$ cat config.mk
export PLATFORM = sky130hd
export DESIGN_NAME = instr_fetch_unit
export DESIGN_NICKNAME = d
export VERILOG_FILES = /design/src/rtl/fetch_pkg.sv /design/src/rtl/fetch_queue.sv /design/src/rtl/instr_fetch_unit.sv
export SDC_FILE = /design/constraint.sdc
export NUM_CORES = 1
export LEC_CHECK = 0
export CAP_MARGIN = 10
export CORE_MARGIN = 2
export CORE_UTILIZATION = 52
export CTS_CLUSTER_DIAMETER = 200
export DETAILED_ROUTE_END_ITERATION = 8
export PLACE_DENSITY = 0.84
export SYNTH_ARGS = -nofsm -noshare
export SYNTH_HDL_FRONTEND = slang
export SYNTH_HIERARCHICAL = 1
export SYNTH_SLANG_ARGS = --single-unit
$ cat constraint.sdc
create_clock -name clk -period 12.9 [get_ports clk]
set_input_delay 2.58 -clock clk [delete_from_list [all_inputs] [get_ports clk]]
set_output_delay 2.58 -clock clk [all_outputs]
set_load 0.05 [all_outputs]
$ cat src/rtl/fetch_pkg.sv
// Shared definitions for the instruction fetch unit: default widths,
// reset PC, RAM read latency and the prefetch queue entry layout.
package fetch_pkg;

  localparam int ADDR_WIDTH_DEF = 32;
  localparam int DATA_WIDTH_DEF = 32;
  localparam int DEPTH_DEF      = 4;
  localparam int RESET_PC_DEF   = 0;

  // Cycles from issuing a read to the word appearing on mem_dout.
  localparam int RD_LATENCY     = 1;

  // One prefetch queue slot: the fetched word and the address it came from.
  typedef struct packed {
    logic [DATA_WIDTH_DEF-1:0] data;
    logic [ADDR_WIDTH_DEF-1:0] pc;
  } fetch_entry_t;

endpackage

$ cat src/rtl/fetch_queue.sv
// Prefetch queue: DEPTH-entry circular buffer with wrapping pointers.
// The head entry is read straight out of registered storage.
module fetch_queue
  import fetch_pkg::*;
#(
  parameter int  DEPTH   = DEPTH_DEF,
  parameter type entry_t = fetch_entry_t,
  localparam int PW      = $clog2(DEPTH),
  localparam int CW      = $clog2(DEPTH + 1)
) (
  input  logic          clk,
  input  logic          rst,
  input  logic          push,
  input  logic          pop,
  input  logic          flush,
  input  entry_t        din,
  output entry_t        dout,
  output logic [CW-1:0] count
);

  entry_t          mem_r [DEPTH];
  logic [PW-1:0]   wptr_r;
  logic [PW-1:0]   rptr_r;
  logic [CW-1:0]   count_r;
  logic            do_pop_s;

  // A pop against an empty queue is a no-op.
  assign do_pop_s = pop & (count_r != CW'(0));
  assign dout     = mem_r[rptr_r];
  assign count    = count_r;

  // Pointer and occupancy bookkeeping; flush empties the queue in one edge.
  always_ff @(posedge clk or posedge rst) begin
    if (rst) begin
      wptr_r  <= '0;
      rptr_r  <= '0;
      count_r <= '0;
    end else if (flush) begin
      wptr_r  <= '0;
      rptr_r  <= '0;
      count_r <= '0;
    end else begin
      if (push) begin
        wptr_r <= wptr_r + PW'(1);
      end
      if (do_pop_s) begin
        rptr_r <= rptr_r + PW'(1);
      end
      case ({push, do_pop_s})
        2'b10:   count_r <= count_r + CW'(1);
        2'b01:   count_r <= count_r - CW'(1);
        default: count_r <= count_r;
      endcase
    end
  end

  // Entry storage; cleared on reset so the head reads as zero afterwards.
  always_ff @(posedge clk or posedge rst) begin
    if (rst) begin
      for (int i = 0; i < DEPTH; i++) begin
        mem_r[i] <= '0;
      end
    end else if (push && !flush) begin
      mem_r[wptr_r] <= din;
    end
  end

endmodule

$ cat src/rtl/instr_fetch_unit.sv
// Instruction fetch unit: owns the PC, issues word reads to a synchronous
// RAM under a credit rule that reserves a queue slot for every outstanding
// read, and squashes queued and in-flight words on a redirect.
module instr_fetch_unit
  import fetch_pkg::*;
#(
  parameter int                    ADDR_WIDTH = ADDR_WIDTH_DEF,
  parameter int                    DATA_WIDTH = DATA_WIDTH_DEF,
  parameter int                    DEPTH      = DEPTH_DEF,
  parameter logic [ADDR_WIDTH-1:0] RESET_PC   = ADDR_WIDTH'(RESET_PC_DEF)
) (
  input  logic                  clk,
  input  logic                  rst,
  output logic [ADDR_WIDTH-1:0] mem_a,
  output logic                  mem_rw,
  output logic                  mem_en,
  input  logic [DATA_WIDTH-1:0] mem_dout,
  output logic                  instr_valid,
  input  logic                  instr_ready,
  output logic [DATA_WIDTH-1:0] instr_data,
  output logic [ADDR_WIDTH-1:0] instr_pc,
  input  logic                  redirect_valid,
  input  logic [ADDR_WIDTH-1:0] redirect_pc,
  input  logic                  stall
);

  localparam int CW = $clog2(DEPTH + 1);
  // Wide enough for queue occupancy plus every read still in the RAM pipe.
  localparam int SW = $clog2(DEPTH + RD_LATENCY + 1);

  typedef struct packed {
    logic [DATA_WIDTH-1:0] data;
    logic [ADDR_WIDTH-1:0] pc;
  } entry_t;

  logic [ADDR_WIDTH-1:0]                    pc_r;
  logic [RD_LATENCY-1:0]                    inflight_r;
  logic [RD_LATENCY-1:0][ADDR_WIDTH-1:0]    inflight_pc_r;
  logic [CW-1:0]                            count_s;
  logic [SW-1:0]                            occ_s;
  logic                                     pop_s;
  logic                                     push_s;
  logic                                     issue_s;
  entry_t                                   push_entry_s;
  entry_t                                   head_s;

  assign mem_a        = pc_r;
  assign mem_rw       = 1'b0;
  assign mem_en       = issue_s;
  assign instr_valid  = (count_s != CW'(0));
  assign instr_data   = head_s.data;
  assign instr_pc     = head_s.pc;
  assign pop_s        = instr_valid & instr_ready;
  // A word landing in the same cycle as a redirect belongs to the old path.
  assign push_s       = inflight_r[RD_LATENCY-1] & ~redirect_valid;
  assign push_entry_s = '{data: mem_dout, pc: inflight_pc_r[RD_LATENCY-1]};

  // Issue a read only when a queue slot is guaranteed once it returns.
  always_comb begin
    occ_s = SW'(count_s) + SW'($countones(inflight_r)) - SW'(pop_s);
    if (!rst && !stall && !redirect_valid && (occ_s < SW'(DEPTH))) begin
      issue_s = 1'b1;
    end else begin
      issue_s = 1'b0;
    end
  end

  // Program counter: redirect wins, otherwise advance on every issue.
  always_ff @(posedge clk or posedge rst) begin
    if (rst) begin
      pc_r <= RESET_PC;
    end else if (redirect_valid) begin
      pc_r <= redirect_pc;
    end else if (issue_s) begin
      pc_r <= pc_r + ADDR_WIDTH'(1);
    end
  end

  // Track reads travelling through the RAM; a redirect kills all of them.
  always_ff @(posedge clk or posedge rst) begin
    if (rst) begin
      inflight_r    <= '0;
      inflight_pc_r <= '0;
    end else if (redirect_valid) begin
      inflight_r    <= '0;
    end else begin
      inflight_r[0]    <= issue_s;
      inflight_pc_r[0] <= pc_r;
      for (int i = 1; i < RD_LATENCY; i++) begin
        inflight_r[i]    <= inflight_r[i-1];
        inflight_pc_r[i] <= inflight_pc_r[i-1];
      end
    end
  end

  fetch_queue #(
    .DEPTH   (DEPTH),
    .entry_t (entry_t)
  ) u_queue (
    .clk   (clk),
    .rst   (rst),
    .push  (push_s),
    .pop   (pop_s),
    .flush (redirect_valid),
    .din   (push_entry_s),
    .dout  (head_s),
    .count (count_s)
  );

endmodule

Yosys cells after proc, flatten, opt, wreduce, memory -nomap -nowiden
Cells that the tools add are included.

word-level totals
  register bits = 328
  bits in latches = 0
  memory bits (writable) = 0
  ROM bits = 0
  output and inout bits = 99
  logic and storage cells = 62
  memories = 0

operators by class
  add/sub/neg operators = 7
  multiply operators = 0
  div/mod/pow operators = 0
  order comparisons = 4
  equality and inequality tests = 2
  shifts and indexed selects = 0
  multiplexer cells = 16
  bitwise operators = 6
  reduce and logical (&&, ||, !) cells = 13

operator list
  kind                   number
  $bwmux 256             1
  $mux 64                3
  $bmux 64 s2            1
  $demux 64 s2           1
  $mux 32                2
  $add 32x1->32 const B  1
  $mux 2                 4
  $ge 3x3->1 const B     2
  $not 2->3              2
  $pmux 3 s2             1
  $reduce_bool 2->1      3
  $reduce_bool 3->1      2
  $logic_and 1x1->1      5
  $add 2x1->2 const B    2
  $add 3x1->3            1
  $add 3x1->3 const B    1
  $and 1x1->1            3
  $logic_not 1->1        3
  $lt 3x1->1 const B     1
  $lt 3x3->1 const B     1
  $mux 3                 1
  $sub 3x1->3            1
  $sub 3x1->3 const B    1
  $eq 2x1->1 const B     1
  3 further kinds        4

Depth between registers and ports, before layout
  depth after elaboration = 8
  depth in mapped cells = 11
  mapped depth without buffers = 10

Cells and area by module
Netlist, hierarchy kept.

modules (own cells, without submodules)
  module            instances  cells an instance  area an instance (um2)
  fetch_queue       1          667                12772.2
  instr_fetch_unit  1          320                3342.0

Least setup slack after synthesis
No wires, ideal clock.

  path type = input port to output port
  start point = in instr_ready
  end point = out mem_en
  data arrival time = 4.925 ns
  required time = 10.320 ns
  slack = 5.395 ns
  cell stages on the path = 8
  buffers on the path = 1
  cells stage by stage = and2_1 > ha_1 > inv_1 > ha_1 > nand3b_1 > a2111o_4 > buf_2 > a21oi_1

between the ends
  word-level cells in the longest chain between the ends = 5

RTL lines
  what               RTL line                source
  start, declared    instr_fetch_unit.sv:19  input logic instr_ready,
  $and 1x1->1        instr_fetch_unit.sv:53  assign pop_s = instr_valid & instr_ready;
  $sub 3x1->3        instr_fetch_unit.sv:60  occ_s = SW'(count_s) + SW'($countones(inflight_r)) - SW'(pop_s);
  $lt 3x3->1         instr_fetch_unit.sv:61  if (!rst && !stall && !redirect_valid && (occ_s < SW'(DEPTH))) begin
  $logic_and 1x1->1  instr_fetch_unit.sv:61
  $mux 1             instr_fetch_unit.sv:61
  end, declared      instr_fetch_unit.sv:16  output logic mem_en,

Every way passes these cells.

Worst setup path in the final report
  start point = in instr_ready
  end point = out mem_en

between the ends
  word-level cells in the longest chain between the ends = 5

RTL lines
  what               RTL line                source
  $and 1x1->1        instr_fetch_unit.sv:53
  net pop_s          instr_fetch_unit.sv:41  logic pop_s;
  $sub 3x1->3        instr_fetch_unit.sv:60
  $lt 3x3->1         instr_fetch_unit.sv:61
  $logic_and 1x1->1  instr_fetch_unit.sv:61
  $mux 1             instr_fetch_unit.sv:61

The timed path passes the listed nets, and every way through them passes these cells.

==> flow_summary.yaml <==
run_status:
  status: "complete, no violations"
die:
  rows: 64
  dieArea_um2: 32400
  die-width_um: 180
  fp.dieH_um: 180
  num_io_pins: 168
  core-area_um2: 30600
  initial_core_util_pct: 52.7
sta:
  worst_slew_pin_slew_ps: 1090
  rsz0062_at_grt: "false"
  fmax_mhz: 117
  whs_ps: 502
  fin_ws_ps: 4370
  fin_crit_sh_pct: 66.1
  drv_slew: 0
  hold_viol: 0
  fin_crit_ps: 8530
  finalSetupTns_ps: 0
  setup_viol: 0
  fin_skew_ps: 25.5
  slew_headroom_pct: 27.5
clock_network:
  cts_tree: "built"
  cts_buffers: 37
  hold_buffers: 0
  cts.repair.resized: 0
  clock_latency_ps: 510
  cts.path.max_buffers: 3
  root_buffer: "clkbuf_16"
  cts_max_level: 2
  cts_setup_buffers: 0
  cts_sinks: 328
  path_clk_slew_ps: 60
pwr:
  ir_drop_mv: 0.0854
  p_sw_share_pct: 29.2
  clkPwrFrac_pct: 36.1
  p_int_mw: 2.01
  seqPwrFrac_pct: 42.0
  power_density_nw_per_um2: 151
  power_frac_comb_pct: 21.9
  p_switching_mw: 0.829
  total_power_mw: 2.84
  p_leak_nw: 9.03
synth:
  synthCells: 987
  yosysWarnings: 6
  yosys.area.top_type: "dfrtp_1"
  synthesis.area_um2: 16100
  synth_cell_types: 56
  seq_area_frac_synth_pct: 50.9
  syn-num-nets: 1064
  avgSynthCellArea_um2: 16.3
  synthArstFlopShare_pct: 100
  synthTopCellsByArea: "dfrtp_1, mux2_4, mux4_2, buf_12, mux2_2"
  synth_top_area_share_pct: 50.9
  synth_enable_flop_cells: 0
  ys_ff_latch: 328
  ys.flop_type: "dfrtp_1"
drt:
  firstDrtPassIters: 4
  vias: 8823
  drt_first_iter_violations: 459
  drc: 0
  antenna_left: 0
  wl_mm: 32.2
  drt-vias-per-instance: 5.66
  post_drt_wl_per_cell_um: 20.6
hold_path:
  min_from: "u_queue/mem_r[254]"
  hp-class: "reg2reg"
  holdPathEnd: "u_queue/mem_r[254]"
  min_path_cells: 1
worst_setup_path:
  cpMaxStageDelayCell: "clkdlybuf4s50_1"
  r2r_end: "mem_a[30]"
  rr_worst_depth: 10
  regToRegStartpoint: "u_queue/count[1]"
  worstSetupPathType: "in2out"
  start_kind: "input port"
  endpoint_kind: "primary output"
  cp_slowest_stage_delay_ps: 840
  crit_fanout: 25
  crit_chain: "clkdlybuf4s50_1 > and2_1 > ha_1 > inv_1 > ha_1 > nand3b_1 > nand4_2 > a21oi_1 > clkdlybuf4s50_1"
  crit_required_ps: 10320
  crit_arrival_ps: 5950
  r2r_slack_ps: 9210
placed_design:
  pre_cts_ws_ps: 4390
  gp_congestion: 0.767
  portBuffers: 166
  place_area_um2: 17600
  dp_hpwl_mm: 19.0
  dp_cells: 1496
global_route:
  grt_max_degree: 95
  met1_usage_pct: 29.4
  first_global_vias: 9621
  busiest_layer: "met2"
  use_met3_pct: 4.16
  grt_pass1_wl_mm: 53.7
  antenna_found_initial: 0
  grt_util_met2_pct: 32.1
  gr-usage-all-layers_pct: 20.3
  gr-total-overflow: 0
cells_and_area:
  nets: 1216
  antenna_cells: 0
  syn2layout_area_growth_pct: 16.9
  final_cell_area_um2: 18800
  final_cells: 1559
  finish.utilization_pct: 61.6
  drive_above_1_share_pct: 36.7
run:
  drv_cap: 0
-- cells in the final DEF, fill, tap and decap left out, drive strengths merged, types with 4 or more instances in the layout --
master	instances
a2111oi	4
a211oi	9
a21o	4
a21oi	12
and3	6
and4	5
buf	7
clkbuf	51
clkdlybuf4s50	165
clkinv	6
dfrtp	328
ha	7
inv	16
mux2	280
mux2i	5
mux4	64
nand2	55
nand2b	4
nand3	10
nand4	10
nor2	18
nor2b	4
o21ai	29
xnor2	21
xor2	7
-- cells by family (layout without fill, tap and decap cells) --
| logic type | after synthesis | count (layout) | synth area share, % |
|---|---|---|---|
| mux | 349 | 349 | 34.4 |
| fa+ha+maj | 8 | 8 | 0.668 |
| flops | 328 | 328 | 50.9 |
| xor+xnor | 28 | 28 | 1.52 |
| buf+inv | 73 | 249 | 4.57 |
| other cells | 1 | 1 | 0.0233 |
| compound gates | 75 | 75 | 3.53 |
| simple gates | 125 | 125 | 4.34 |
-- cell type report --
| cell class | count | area [µm²] |
|---|---|---|
| inverters | 14 | 60.1 |
| repair buffers | 172 | 1700 |
| clock inverters | 12 | 149 |
| multi-input cells | 586 | 7170 |
| flip-flops and latches | 328 | 8220 |
| well taps | 396 | 495 |
| fillers | 2231 | 11800 |
| clock buffers | 51 | 1040 |
-- per-layer routing --
| layer | up-vias | part of all wire (%) | routed length (µm) |
|---|---|---|---|
| li1 | 3918 | - | - |
| met1 | 4622 | 46 | 14700 |
| met2 | 243 | 47 | 15200 |
| met3 | 40 | 5.4 | 1750 |
| met4 | 0 | 1.7 | 548 |
| met5 | - | 0 | 0 |
-- how the worst max path moves through the flow --
stage | startpoint | end | slack (ps) | cells after the start
floorplan | rst | u_queue/count[0] | 3080 | 1
global placement | instr_ready | mem_en | 4430 | 9
detailed placement | instr_ready | mem_en | 4390 | 9
CTS | instr_ready | mem_en | 4370 | 9
global route | instr_ready | mem_en | 4240 | 9
finish | instr_ready | mem_en | 4370 | 9
-- synthesized netlist by cell type, drive strengths merged, types with 10 or more instances --
cell    instances
inv            14
nand2          55
nand4          10
mux2          280
xnor2          21
nor2           18
buf            46
o21ai          29
clkbuf         13
mux4           64
dfrtp         328
nand3          10
a21oi          12
-- critical path: cells and delay by family --
family	cells	cell delay, ps
AOI/OAI and AO/OA	1	370
adders and majority gates	2	480
buffers and inverters	3	1390
and+or+nand+nor	3	1110
-- registers in the layout, summed over array words and instances (netlist names) --
register / flops
inflight_r: 1
u_queue/wptr_r: 2
inflight_pc_r: 32
u_queue/count: 3
u_queue/rptr_r: 2
u_queue/mem_r: 256
mem_a: 32
-- power by group through the flow --
stage	Clock [mW]	Sequential (mW)	Combinational (mW)
final	1.03	1.19	0.622
after global placement	0	1.20	0.618
after CTS	1.05	1.19	0.629
after detailed placement	0	1.20	0.627
after global routing	1.10	1.20	0.654
after floorplan	0	1.21	0.412
(Power assumes the default switching activity.)
